$ cat src/rtl/rs_pkg.sv
// GF(2^8) helpers shared by the Reed-Solomon syndrome path: field constants,
// symbol type, alpha-power table, constant-friendly multiply and FSM states.
package rs_pkg;

  localparam int RS_SYM_W    = 8;
  localparam int FIELD_SIZE  = 1 << RS_SYM_W;
  localparam int FIELD_ORDER = FIELD_SIZE - 1;
  localparam logic [RS_SYM_W:0] FIELD_POLY = 9'h11D;

  typedef logic [RS_SYM_W-1:0] sym_t;

  typedef enum logic {
    ST_IDLE  = 1'b0,
    ST_ACCUM = 1'b1
  } rs_state_e;

  // Multiply by alpha (x): shift left, reduce by the field polynomial on overflow.
  function automatic sym_t gf_xtime(input sym_t a);
    return {a[RS_SYM_W-2:0], 1'b0} ^ (a[RS_SYM_W-1] ? FIELD_POLY[RS_SYM_W-1:0] : '0);
  endfunction

  function automatic logic [FIELD_ORDER*RS_SYM_W-1:0] build_alpha_table();
    logic [FIELD_ORDER*RS_SYM_W-1:0] tbl;
    sym_t p;
    tbl = '0;
    p   = sym_t'(1);
    for (int e = 0; e < FIELD_ORDER; e++) begin
      tbl[e*RS_SYM_W +: RS_SYM_W] = p;
      p = gf_xtime(p);
    end
    return tbl;
  endfunction

  // alpha^0 .. alpha^(FIELD_ORDER-1), entry e in slice e.
  localparam logic [FIELD_ORDER*RS_SYM_W-1:0] ALPHA_TABLE = build_alpha_table();

  function automatic sym_t alpha_pow(input int e);
    return ALPHA_TABLE[(e % FIELD_ORDER)*RS_SYM_W +: RS_SYM_W];
  endfunction

  // Shift-and-add multiply; with a constant b it collapses to an XOR network.
  function automatic sym_t gf_mul(input sym_t a, input sym_t b);
    sym_t acc;
    sym_t sh;
    acc = '0;
    sh  = a;
    for (int i = 0; i < RS_SYM_W; i++) begin
      if (b[i]) acc = acc ^ sh;
      sh = gf_xtime(sh);
    end
    return acc;
  endfunction

endpackage

$ cat src/rtl/gf_const_mult.sv
// Combinational multiply of a GF(2^8) symbol by the constant alpha^EXP.
module gf_const_mult
  import rs_pkg::*;
#(
  parameter int EXP = 1
) (
  input  logic [RS_SYM_W-1:0] sym_i,
  output logic [RS_SYM_W-1:0] sym_o
);

  localparam sym_t COEF = alpha_pow(EXP);

  assign sym_o = gf_mul(sym_i, COEF);

endmodule

$ cat src/rtl/rs_syndrome_calc.sv
// Reed-Solomon syndrome calculator: Horner evaluation of each received frame at
// alpha^1..alpha^(2T). Optional short-frame flag enabled by RS_SYNDROME_LEN_CHECK_EN.
module rs_syndrome_calc
  import rs_pkg::*;
#(
  parameter int SYM_W    = RS_SYM_W,
  parameter int CODE_LEN = 16,
  parameter int T        = 2
) (
  input  logic                   clock,
  input  logic                   reset,
  input  logic                   codewordValidPort,
  input  logic [SYM_W-1:0]       codewordInputPort,
  output logic                   syndromeValidPort,
  output logic [2*T*SYM_W-1:0]   syndromeOutputPort,
  output logic                   errorDetectedPort,
  output logic                   lengthErrorPort
);

  localparam int NSYN  = 2 * T;
  localparam int CNT_W = $clog2(CODE_LEN + 1);

  rs_state_e                     state_q, state_d;
  logic [CNT_W-1:0]              count_q, count_d;
  logic [NSYN-1:0][SYM_W-1:0]    acc_q, acc_d, acc_shift, acc_next;
  logic [NSYN*SYM_W-1:0]         syn_q, syn_d;
  logic                          err_q, err_d;
  logic                          syn_valid_q, syn_valid_d;
  logic                          len_err_q, len_err_d;

  for (genvar j = 0; j < NSYN; j++) begin : g_mult
    gf_const_mult #(.EXP(j + 1)) u_mult (
      .sym_i (acc_q[j]),
      .sym_o (acc_shift[j])
    );
  end

  always_comb begin
    for (int j = 0; j < NSYN; j++) begin
      acc_next[j] = acc_shift[j] ^ codewordInputPort;
    end
  end

  always_comb begin
    state_d     = state_q;
    count_d     = count_q;
    acc_d       = acc_q;
    syn_d       = syn_q;
    err_d       = err_q;
    syn_valid_d = 1'b0;
    len_err_d   = 1'b0;
    case (state_q)
      ST_IDLE: begin
        if (codewordValidPort) begin
          for (int j = 0; j < NSYN; j++) acc_d[j] = codewordInputPort;
          count_d = CNT_W'(1);
          state_d = ST_ACCUM;
        end
      end
      ST_ACCUM: begin
        if (codewordValidPort) begin
          acc_d   = acc_next;
          count_d = count_q + CNT_W'(1);
          // Last symbol: publish straight from the next-state accumulators.
          if (count_q == CNT_W'(CODE_LEN - 1)) begin
            syn_d       = acc_next;
            err_d       = |acc_next;
            syn_valid_d = 1'b1;
            acc_d       = '0;
            count_d     = '0;
            state_d     = ST_IDLE;
          end
        end else begin
          acc_d   = '0;
          count_d = '0;
          state_d = ST_IDLE;
`ifdef RS_SYNDROME_LEN_CHECK_EN
          len_err_d = 1'b1;
`endif
        end
      end
      default: state_d = ST_IDLE;
    endcase
  end

  always_ff @(posedge clock) begin
    if (reset) begin
      state_q     <= ST_IDLE;
      count_q     <= '0;
      acc_q       <= '0;
      syn_q       <= '0;
      err_q       <= 1'b0;
      syn_valid_q <= 1'b0;
      len_err_q   <= 1'b0;
    end else begin
      state_q     <= state_d;
      count_q     <= count_d;
      acc_q       <= acc_d;
      syn_q       <= syn_d;
      err_q       <= err_d;
      syn_valid_q <= syn_valid_d;
      len_err_q   <= len_err_d;
    end
  end

  assign syndromeValidPort  = syn_valid_q;
  assign syndromeOutputPort = syn_q;
  assign errorDetectedPort  = err_q;
  assign lengthErrorPort    = len_err_q;

endmodule

$ cat config.mk
export PLATFORM = sky130hd
export DESIGN_NAME = rs_syndrome_calc
export DESIGN_NICKNAME = d
export VERILOG_FILES = /design/src/rtl/rs_pkg.sv /design/src/rtl/gf_const_mult.sv /design/src/rtl/rs_syndrome_calc.sv
export SDC_FILE = /design/constraint.sdc
export NUM_CORES = 1
export LEC_CHECK = 0
export ABC_AREA = 1
export BUFFER_PORTS_ARGS = -buffer_cell sky130_fd_sc_hd__buf_2
export CAP_MARGIN = 20
export CORE_ASPECT_RATIO = 0.75
export CORE_MARGIN = 4
export CORE_UTILIZATION = 35
export CTS_CLUSTER_SIZE = 12
export DETAILED_ROUTE_END_ITERATION = 8
export PLACE_DENSITY_LB_ADDON = 0.25
export SETUP_SLACK_MARGIN = 0.3
export SYNTH_ARGS = -nofsm -noshare
export SYNTH_HDL_FRONTEND = slang
export SYNTH_SLANG_ARGS = --single-unit
$ cat constraint.sdc
create_clock -name clock -period 1.85 [get_ports clock]
set_clock_uncertainty 0.1 [all_clocks]
set_input_delay 0.185 -clock clock [delete_from_list [all_inputs] [get_ports clock]]
set_output_delay 0.185 -clock clock [all_outputs]
set_load 0.05 [all_outputs]
Word level (Yosys, flattened, before mapping)
Index checks and enable logic that the tools add are counted.

Input port bits: 11. Register bits: 72. Output and inout port bits: 35. Logic and storage cells: 54.

Bitwise operators: 16. Reduce and logical (&&, ||, !) cells: 3. Multiplexer cells: 23. Add/sub/neg operators: 1. Equality and inequality tests: 2.

Operators with widths (number): bitwise XOR 8 bit (14); 2-to-1 mux 32 bit (3); 2-to-1 mux 5 bit (13); case mux 32 bit (2 select lines) (1); OR reduction 32 bit (1); case mux 5 bit (2 select lines) (1); adder 5 x 1 -> 5 bit, second input constant (1); == test 5 x 4 -> 1 bit, second input constant (1); 2-to-1 mux 1 bit (4); AND reduction 3 bit (1); OR reduction 3 bit (1); inequality test 2 bit, second input constant (1); inverter 1 bit (2); case mux 1 bit (2 select lines) (1).

Longest topological paths before layout
Gate-level depths: netlist of the first run.

Word-level depth: 12. Gate-level depth with buffers: 12.

Hierarchy
From an unflattened synthesis of the first run, not the netlist that was laid out.

Cells, all modules: 599. Area, all modules: 4067.7 sq um.

By module, submodules not included: rs_syndrome_calc (instances 1, area an instance 3474.6 sq um, seq. area each 1441.4 sq um, cells each 472); gf_const_mult at g_mult[3].u_mult (instances 1, area an instance 231.5 sq um, seq. area each 0.0 sq um, cells each 50); gf_const_mult at g_mult[2].u_mult (instances 1, area an instance 155.1 sq um, seq. area each 0.0 sq um, cells each 35); gf_const_mult at g_mult[1].u_mult (instances 1, area an instance 120.1 sq um, seq. area each 0.0 sq um, cells each 24); gf_const_mult at g_mult[0].u_mult (instances 1, area an instance 86.3 sq um, seq. area each 0.0 sq um, cells each 18).

Least setup slack after synthesis of the first run
No wires, ideal clock.

Kind: register to register. Start: reg count_q[0]. End: reg err_q (netlist: errorDetectedPort). Data required time: 1.632 ns. Stages on the path, launching flop included: 11. Setup time: 0.118 ns. Path slack: 0.366 ns. Arrival time: 1.266 ns. Path through: dfxtp_1 > ha_1 > nand3_2 > nor2_4 > nand2_2 > nor2_1 > nand2_1 > nor2_1 > nand2_1 > nor2_1 > nor2_1.

Longest elaborated chain between the ends: 2.

RTL lines: start: declaration (RTL line rs_syndrome_calc.sv:24) `logic [CNT_W-1:0] count_q, count_d;`; start signal: assignment (RTL line rs_syndrome_calc.sv:97) `count_q <= count_d;`; == test 5 x 4 -> 1 bit (RTL line rs_syndrome_calc.sv:65) `if (count_q == CNT_W'(CODE_LEN - 1)) begin`; AND reduction 3 bit (no source line); end signal: assignment (RTL line rs_syndrome_calc.sv:100) `err_q <= err_d;`; end: declaration (RTL line rs_syndrome_calc.sv:27) `logic err_q, err_d;`.

Every way passes these cells. A chain may end at the register's enable or synchronous reset.

Worst setup path after layout of the first run
Start: reg acc_q[29] (netlist bit). End: reg err_q (netlist: errorDetectedPort).

Longest elaborated chain between the ends: 7.

RTL lines: start: declaration (RTL line rs_syndrome_calc.sv:25) `logic [NSYN-1:0][SYM_W-1:0] acc_q, acc_d, acc_shift, acc_next;`; start signal: assignment (RTL line rs_syndrome_calc.sv:90) `acc_q <= '0;`; start signal: assignment (RTL line rs_syndrome_calc.sv:98) `acc_q <= acc_d;`; bitwise XOR 8 bit (2 in a row) (RTL line rs_pkg.sv:19) `return {a[RS_SYM_W-2:0], 1'b0} ^ (a[RS_SYM_W-1] ? FIELD_POLY[RS_SYM_W-1:0] : '0);`; 2-to-1 mux 5 bit (RTL line rs_pkg.sv:19); bitwise XOR 8 bit (2 in a row) (RTL line rs_pkg.sv:19); bitwise XOR 8 bit (RTL line rs_syndrome_calc.sv:40) `acc_next[j] = acc_shift[j] ^ codewordInputPort;`; OR reduction 32 bit (RTL line rs_syndrome_calc.sv:67) `err_d = |acc_next;`.

Every way passes these cells.

==> results of run 1 <==
==> tightest hold or removal path: stages <==
cell and delay, ps:
buf_2 120, o21ai_0 150, a211oi_1 60
==> flip-flops by register name, indices dropped and copies added (netlist names) <==
name,flops
syndromeValidPort,1
count_q,5
state_q,1
syndromeOutputPort,32
acc_q,32
errorDetectedPort,1
==> worst max path at each step <==
stage	to	slack [ps]	cells after the start
3_3_place_gp	errorDetectedPort	120	10
3_5_place_dp	errorDetectedPort	130	10
4_1_cts	syndromeOutputPort[6]	270	8
6_report	errorDetectedPort	260	11
2_1_floorplan	errorDetectedPort	370	10
5_1_grt	errorDetectedPort	170	11
==> stage by stage <==
stage	cell area, µm²	worst slack, ps	power, W	hold WS, ps
final	4810	264	0.00418	118
after detailed placement	4030	132	0.00229	376
after global routing	4810	168	0.00435	120
after global placement	4030	122	0.00229	367
after floorplan	3580	366	0.00208	265
after CTS	4460	270	0.00414	106
==> area by class of cell <==
type	instances	area, µm²
Multi-Input combinational cell	389	2010
Sequential cell	72	1460
Clock buffer	14	284
Inverter	54	215
Fill cell	952	5010
Clock inverter	2	35.0
Timing Repair Buffer	75	631
Tap cell	132	165
==> logic make-up (layout without fill, tap and decap cells) <==
family                     Yosys count  in the layout  synth area share (%)
AOI/OAI and AO/OA                  122            122                  20.5
xor gates and xnor gates             5              5                  1.22
adders and majority gates            1              1                 0.350
buffers and inverters               74            145                  8.64
DFF                                 72             72                  40.3
other                                1              1                 0.105
and+or+nand+nor                    260            260                  28.8
==> cell usage in the layout, fill, tap and decap left out, types with 16 or more instances in the layout <==
master | synthesis | routed
a221oi_1 | 22 | 17
nor2_1 | 35 | 32
a21oi_1 | 18 | 17
dfxtp_1 | 72 | 60
a31oi_1 | 26 | 25
buf_4 | 6 | 20
o21ai_2 | 1 | 26
buf_2 | 6 | 44
inv_1 | 49 | 47
o21ai_0 | 30 | 22
nand3_1 | 16 | 16
nand2_1 | 199 | 198
==> repair_timing <==
action | 4_1_cts | 5_1_grt
gates resized for setup | 14 | 56
endpoints found under the setup margin | 54 | 54
pin swaps | 5 | 3
setup buffers | 2 | 4
cloned | 2 | 5
==> Yosys cell counts, drive strengths merged <==
library cell and count:
a211oi 1, buf 12, a221oi 22, a31oi 26, xnor2 4, nand3 17
nor2 37, ha 1, nand4 1, nand3b 3, a21oi 18, inv 53
nor3 2, o21ai 54, o211ai 1, clkinv 1, clkbuf 8, conb 1
xor2 1, dfxtp 72, nand2 200
==> routing by layer <==
layer  up-vias  wire [µm]
met5         -          0
met4         0        225
met3        27       1180
met2       184       5540
met1      1846       5930
li1       1916          -
==> power groups by stage <==
| stage | Sequential [W] | Clock, W | Combinational, W |
|---|---|---|---|
| detailed placement | 0.00169 | 0 | 0.000594 |
| floorplan | 0.00168 | 0 | 0.000402 |
| global route | 0.00168 | 0.00195 | 0.000720 |
| CTS | 0.00166 | 0.00187 | 0.000601 |
| finish | 0.00167 | 0.00187 | 0.000651 |
| global placement | 0.00169 | 0 | 0.000593 |
==> impl_metrics.json, run 1 <==
{
  "sw_frac_of_total_pct": 28.2,
  "period_minus_slack_ps": 1590,
  "insertedDiodeCount": 0,
  "top_usage_layer": "met2",
  "synth_top_area_share_pct": 40.3,
  "syn_inst": 535,
  "max-cap-violations": 0,
  "fin_nets": 613,
  "max_freq_ghz": 0.631,
  "setup_tns_ps": 0,
  "worst-r2r-setup-slack_ps": 260,
  "antenna_found_initial": 0,
  "htree_levels": 3,
  "die_w_um": 125,
  "cpMostUsedCell": "nand2_1",
  "place_inst": 709,
  "setup_violations": 0,
  "period_share_pct": 85.7,
  "dieArea_um2": 11900,
  "cp-end-kind": "flip-flop",
  "final_util_pct": 49.0,
  "vias": 3973,
  "p_seq_share_pct": 39.9,
  "port_buffers": 44,
  "core_area_um2": 9810,
  "grt_pass1_vias": 3745,
  "p_leak_nw": 2.22,
  "clock_latency_ps": 340,
  "netlist_area_um2": 3580,
  "cts_hold_buf": 0,
  "start_kind": "flip-flop",
  "synth.distinct_cells": 29,
  "status": "complete, no violations",
  "syn_area_per_cell_um2": 6.68,
  "use_met3_pct": 6.55,
  "r2r_cells": 11,
  "required_ps": 1980,
  "cp_num_buf_inv": 1,
  "slew_viol_final": 0,
  "cp_max_fo": 5,
  "ant_nets": 0,
  "clkSinkCount": 72,
  "gp_congestion": 0.984,
  "overflow": 0,
  "synth_seq_cells": 72,
  "clk_pin_slew_ps": 50,
  "rsz0062_at_grt": "yes",
  "grt_use_met1_pct": 28.4,
  "drive_gt1_share_pct": 24.9,
  "dp_hpwl_um": 8250,
  "gr-usage-met2_pct": 31.1,
  "r2r_end": "errorDetectedPort",
  "hold_end": "count_q[0]",
  "grt_pass1_wl_um": 19200,
  "p_int_w": 0.00301,
  "synth_nets": 547,
  "path_cells": "inv_1 > nand2_1 > nand2_1 > nor2_1 > nand2_1 > nor2_1 > nand2_1 > nor2_2 > nand2_1 > nor2_1 > nor2_1",
  "first_pass_iters": 5,
  "critical_path.top_delay_family": "simple AND/OR/NAND/NOR gates",
  "tightest_slew_ps": 605,
  "ys_seq_area_share_pct": 40.3,
  "tritoncts": "built",
  "holdCritPathClass": "in -> reg",
  "synth_area_leaders": "dfxtp_1 (40%), nand2_1 (21%), a221oi_1 (5.4%)",
  "via_per_inst": 5.38,
  "grt_max_degree": 34,
  "power_frac_comb_pct": 15.5,
  "cts.root.buffer_cell": "clkbuf_16",
  "drtIter0Drc": 455,
  "cts_buffer_depth": 2,
  "cpMaxStageDelayCell": "dfxtp_2",
  "hp-start": "codewordValidPort",
  "drc_errors": 0,
  "reg2reg_from": "acc_q[29]",
  "cts_buffers": 9,
  "crit_path_max_incr_delay_ps": 370,
  "yosys_warnings": 0,
  "hold_violations": 0,
  "yosysTopAreaCell": "dfxtp_1",
  "routed_wl_um": 12900,
  "power.switching_w": 0.00118,
  "slew_headroom_pct": 59.3,
  "clkPwrFrac_pct": 44.6,
  "num_rows": 31,
  "io-pin-count": 46,
  "initial_core_util_pct": 36.4,
  "areaGrowthSynthToFinish_pct": 34.4,
  "whs_path_depth": 3,
  "finalNonFillerCells": 738,
  "track_usage_pct": 20.8,
  "crit_start": "acc_q[29]",
  "fp.dieH_um": 95.5,
  "cp.arrival_ps": 1710,
  "critPathKind": "reg -> reg",
  "wl_per_cell_um": 17.4,
  "power_density_nw_per_um2": 871,
  "peakVddDrop_uv": 625
}
(Power assumes the default switching activity.)
==> inputs of run 2 (changes only) <==
clock period = 1.93 ns   (was 1.85 ns; I/O delays follow)
==> run 2 against run 1 <==
Non-clock buffer count fell by 12. Wire length fell by 3.2%. Worst hold slack better by 1.7 ps. Via count fell by 1.3%. Sequential power is 4% lower. Critical path depth fell by 1. Design area down 6.7%. Largest cell class unchanged.
==> impl_metrics.json, run 2 (same netlist as run 1, synthesis figures left out) <==
{
  "track_usage_pct": 20.9,
  "dp_hpwl_um": 8210,
  "first_pass_iters": 5,
  "grt_max_degree": 34,
  "cts_buffer_depth": 2,
  "grt_pass1_vias": 3700,
  "areaGrowthSynthToFinish_pct": 25.4,
  "grt_pass1_wl_um": 19200,
  "fin_nets": 601,
  "clock_latency_ps": 340,
  "start_kind": "flip-flop",
  "tritoncts": "built",
  "cts.root.buffer_cell": "clkbuf_16",
  "die_w_um": 125,
  "max_freq_ghz": 0.631,
  "layout_common_cells": "nand2_1 (198), dfxtp_1 (59), inv_1 (45)",
  "fp.dieH_um": 95.5,
  "period_share_pct": 82.1,
  "max-cap-violations": 0,
  "path_cells": "ha_4 > nand3_4 > nor2_4 > nand2_4 > nor2_4 > nand2_1 > nor2_2 > nand2_1 > nor2_2 > nor2_1",
  "holdCritPathClass": "in -> reg",
  "p_leak_nw": 2.10,
  "power_density_nw_per_um2": 866,
  "dieArea_um2": 11900,
  "setup_tns_ps": 0,
  "drc_errors": 0,
  "cts_hold_buf": 0,
  "worst_slack_ps": 346,
  "design_area_um2": 4480,
  "period_minus_slack_ps": 1580,
  "hold_violations": 0,
  "clkSinkCount": 72,
  "critPathKind": "reg -> reg",
  "wl_per_cell_um": 17.2,
  "num_rows": 31,
  "overflow": 0,
  "io-pin-count": 46,
  "fillCellCount": 1015,
  "cp.arrival_ps": 1720,
  "htree_levels": 3,
  "drive_gt1_share_pct": 18.7,
  "initial_core_util_pct": 36.4,
  "insertedDiodeCount": 0,
  "cp_max_fo": 3,
  "rsz0062_at_grt": "yes",
  "slew_viol_final": 0,
  "whs_ps": 120,
  "cpMaxStageDelayCell": "dfxtp_4",
  "setup_violations": 0,
  "core_area_um2": 9810,
  "tightest_slew_ps": 814,
  "place_inst": 706,
  "layout.cells.most_common": "nand2_1",
  "status": "complete, no violations",
  "clk_pin_slew_ps": 50,
  "ant_nets": 0,
  "place_area_um2": 3990,
  "routed_wl_um": 12500,
  "cts_buffers": 9,
  "peakVddDrop_uv": 425,
  "pre_cts_slack_ps": 202,
  "slew_headroom_pct": 45.2,
  "vias": 3921,
  "finalNonFillerCells": 726,
  "antenna_found_initial": 0,
  "gp_congestion": 0.958,
  "drtIter0Drc": 463,
  "cp-end-kind": "flip-flop",
  "via_per_inst": 5.40,
  "port_buffers": 44,
  "required_ps": 2060,
  "crit_path_max_incr_delay_ps": 360
}
-- run 2: critical path, delay by kind of cell (launching register included) --
family	cells	cell delay, ps
adder cells (fa/ha/maj)	1	150
flip-flops	1	360
AND/OR/NAND/NOR	9	840
-- run 2: layout make-up --
type,count,area (µm²),share of cell area [%]
Inverter,54,208,4.63
Multi-Input combinational cell,389,1870,41.8
Clock buffer,13,260,5.81
Clock inverter,3,40.0,0.893
Sequential cell,72,1470,32.8
Tap cell,132,165,3.68
Timing Repair Buffer,63,463,10.3
-- run 2: power by group --
group	switching (W)	leakage (nW)	internal (W)
Combinational	0.000403	1.36	0.000182
Clock	0.000633	0.150	0.00107
Sequential	0.0000528	0.594	0.00154
-- run 2: layer usage --
layer	up-vias	track usage, %	wire length [µm]
li1	1885	-	-
met1	1814	28.1	5490
met2	189	32.3	5370
met3	33	4.98	1250
met4	0	9.12	355
met5	-	0	0
-- run 2: path summary, 6_finish.rpt --
check | startpoint | endpoint | slack (ps) | cells past startpoint
setup / recovery | count_q[1] | errorDetectedPort | 350 | 10
setup reg to reg | count_q[1] | errorDetectedPort | 350 | 10
hold reg to reg | count_q[0] | count_q[0] | 370 | 1
hold / removal | codewordValidPort | count_q[0] | 120 | 3
-- run 2: per-stage QoR --
step	util, %	power, W
4_1_cts	44.7	0.00389
5_1_grt	45.7	0.00406
3_5_place_dp	40.7	0.00219
2_1_floorplan	-	0.00200
3_3_place_gp	40.7	0.00218
6_report	45.7	0.00388
-- run 2: repair_timing --
| item | in CTS | in global routing |
|---|---|---|
| cloned | 2 | 2 |
| setup buffers | 0 | 0 |
| gates resized for setup | 11 | 26 |
| pin swaps | 2 | 2 |
| setup endpoints to repair | 34 | 38 |
==> inputs of run 3 (changes only) <==
ABC_AREA = 0   (was 1)
clock period = 1.65 ns   (was 1.93 ns; I/O delays follow)
==> run 3 against run 2 <==
Synthesized cell count is 14% lower. Design area is 30% higher. Wire length is 4.5% lower. Global-route usage is 1.4 points lower. Die area is 2.4% higher. Via count is 7.5% lower. Critical path depth is 4 lower. Sequential cell count stayed put. Area after synthesis is 2.6% higher. Largest power group unchanged. The flow now finishes with violations (setup timing). Worst setup slack worse by 390 ps.
==> impl_metrics.json, run 3 <==
{
  "dp_hpwl_um": 7830,
  "tightest_slew_ps": 767,
  "synth_nets": 474,
  "syn_area_per_cell_um2": 7.94,
  "p_seq_share_pct": 36.1,
  "period_share_pct": 103,
  "layout.cells.most_common": "dfxtp_1",
  "hp-start": "codewordValidPort",
  "cp.arrival_ps": 1800,
  "cts.root.buffer_cell": "clkbuf_16",
  "synth.distinct_cells": 44,
  "sw_frac_of_total_pct": 28.4,
  "p_leak_nw": 2.43,
  "power_frac_comb_pct": 23.9,
  "drc_errors": 0,
  "areaGrowthSynthToFinish_pct": 58.7,
  "holdCritPathClass": "in -> reg",
  "power_density_nw_per_um2": 898,
  "reg2reg_from": "acc_q[7]",
  "violations": "setup timing",
  "hold_end": "count_q[4]",
  "start_kind": "flip-flop",
  "clk_pin_slew_ps": 60,
  "fillCellCount": 930,
  "yosysTopAreaCell": "dfxtp_1",
  "core_area_um2": 10200,
  "synth_edf_count": 0,
  "cp_max_fo": 3,
  "clkSinkCount": 72,
  "synth-main-ff-cell": "dfxtp_1",
  "synth_seq_cells": 72,
  "tritoncts": "built",
  "syn_inst": 462,
  "peakVddDrop_uv": 555,
  "crit_path_max_incr_delay_ps": 410,
  "gp_congestion": 0.860,
  "layout_common_cells": "dfxtp_1 (60), buf_4 (56), nor2_1 (47)",
  "max-cap-violations": 0,
  "num_rows": 32,
  "fp.dieH_um": 96.7,
  "cp-end-kind": "flip-flop",
  "finalNonFillerCells": 702,
  "clkPwrFrac_pct": 40.1,
  "routed_wl_um": 11900,
  "r2r_cells": 6,
  "via_per_inst": 5.17,
  "cts_buffers": 9,
  "period_minus_slack_ps": 1690,
  "place_inst": 663,
  "hold_violations": 0,
  "whs_path_depth": 3,
  "drtIter0Drc": 284,
  "ys_seq_area_share_pct": 39.3,
  "slew_viol_final": 0,
  "critPathKind": "reg -> reg",
  "cts_hold_buf": 0,
  "htree_levels": 3,
  "grt_max_degree": 27,
  "track_usage_pct": 19.5,
  "cts_buffer_depth": 2,
  "synth_area_leaders": "dfxtp_1 (39%), xnor2_1 (8.4%), a21oi_1 (7.6%)",
  "insertedDiodeCount": 0,
  "first_pass_iters": 5,
  "yosys_warnings": 0,
  "cpMaxStageDelayCell": "or4_4",
  "port_buffers": 44,
  "io-pin-count": 46,
  "drive_gt1_share_pct": 52.1,
  "grt_pass1_wl_um": 18900,
  "path_cells": "buf_6 > or4_4 > a22oi_2 > nand2_1 > nor4_2 > a31oi_1",
  "worst-r2r-setup-slack_ps": -40,
  "synth_top_area_share_pct": 39.3,
  "setup_tns_ps": -104,
  "multiInputGateArea_um2": 2720,
  "async_flop_share_pct": 0,
  "p_int_w": 0.00374,
  "setup_violations": 7,
  "status": "complete, but fails checks",
  "overflow": 0,
  "worst_slack_ps": -44.8,
  "rsz0062_at_grt": "yes",
  "antenna_found_initial": 0,
  "die_w_um": 126,
  "slew_headroom_pct": 48.8,
  "ant_nets": 0,
  "clock_latency_ps": 330,
  "r2r_end": "errorDetectedPort",
  "max_freq_ghz": 0.590,
  "grt_pass1_vias": 3520,
  "fin_nets": 573,
  "dieArea_um2": 12200,
  "vias": 3627,
  "seqCellArea_um2": 1460,
  "initial_core_util_pct": 35.8,
  "power.switching_w": 0.00149,
  "yosysMostFrequentCell": "dfxtp_1",
  "synth_common_cells": "dfxtp_1 (72), nor2_1 (60), a21oi_1 (56), nand2_1 (54), xnor2_1 (35)",
  "netlist_area_um2": 3670,
  "wl_per_cell_um": 17.0,
  "required_ps": 1760
}
-- run 3: power groups by stage --
stage               Sequential [W]  Combinational [W]  Clock [W]
CTS                        0.00188            0.00115    0.00213
detailed placement         0.00192            0.00101          0
global placement           0.00191            0.00100          0
finish                     0.00189            0.00125    0.00210
floorplan                  0.00189           0.000668          0
global route               0.00189            0.00133    0.00221
-- run 3: area by class of cell --
| type | instances | area share [%] |
|---|---|---|
| clock inverters | 6 | 1.42 |
| well taps | 136 | 2.92 |
| inverters | 8 | 0.516 |
| clock buffers | 10 | 4.10 |
| flip-flops and latches | 72 | 25.0 |
| repair buffers | 130 | 19.2 |
| multi-input cells | 340 | 46.8 |
-- run 3: how the worst max path moves through the flow --
stage | start | end | slack [ps] | cells past startpoint
CTS | acc_q[7] | errorDetectedPort | -70 | 6
floorplan | acc_q[29] | errorDetectedPort | -20 | 6
global route | acc_q[7] | errorDetectedPort | -120 | 6
finish | acc_q[7] | errorDetectedPort | -40 | 6
global placement | count_q[1] | acc_q[29] | -140 | 7
detailed placement | count_q[1] | acc_q[26] | -200 | 7
-- run 3: metrics by stage --
stage	setup slack (ps)	utilization [%]	total power, W	area (µm²)	hold slack, ps
after floorplan	-21.9	-	0.00256	3870	340
after global placement	-144	43.7	0.00291	4480	338
after detailed placement	-203	43.7	0.00292	4480	345
after CTS	-69.2	54.4	0.00517	5570	76.9
after global routing	-124	56.8	0.00544	5820	89.5
final	-44.8	56.8	0.00523	5820	88.3
-- run 3: kinds of logic (layout without fill, tap and decap cells) --
family          after synthesis  after routing  synth area share [%]
compound gates               93             93                  14.7
xor+xnor                     54             54                  14.9
fa+ha+maj                     1              1                 0.341
buf+inv                      50            154                  6.00
flops                        72             72                  39.3
mux                           5              5                  1.36
other cells                   1              1                 0.102
simple gates                186            186                  23.3
-- run 3: critical path: cells and delay by family, from the launching register on --
kind / cells / cell delay (ps)
flip-flops: 1 / 350
buffers and inverters: 1 / 110
AO/OA/AOI/OAI: 2 / 250
AND/OR/NAND/NOR: 3 / 750
-- run 3: per-layer routing --
| layer | share of wire [%] | global-route usage, % | up-vias | wire length, µm |
|---|---|---|---|---|
| met5 | 0 | 0 | - | 0 |
| met4 | 0.97 | 4.29 | 0 | 116 |
| met3 | 7.1 | 4.80 | 13 | 839 |
| met2 | 46 | 30.3 | 98 | 5500 |
| met1 | 46 | 27.4 | 1768 | 5440 |
| li1 | - | - | 1748 | - |
-- run 3: repair_timing --
item,4_1_cts,5_1_grt
gates resized for setup,141,53
buffers inserted,13,4
gates cloned,6,0
pin swaps,29,18
setup endpoints to repair,68,70
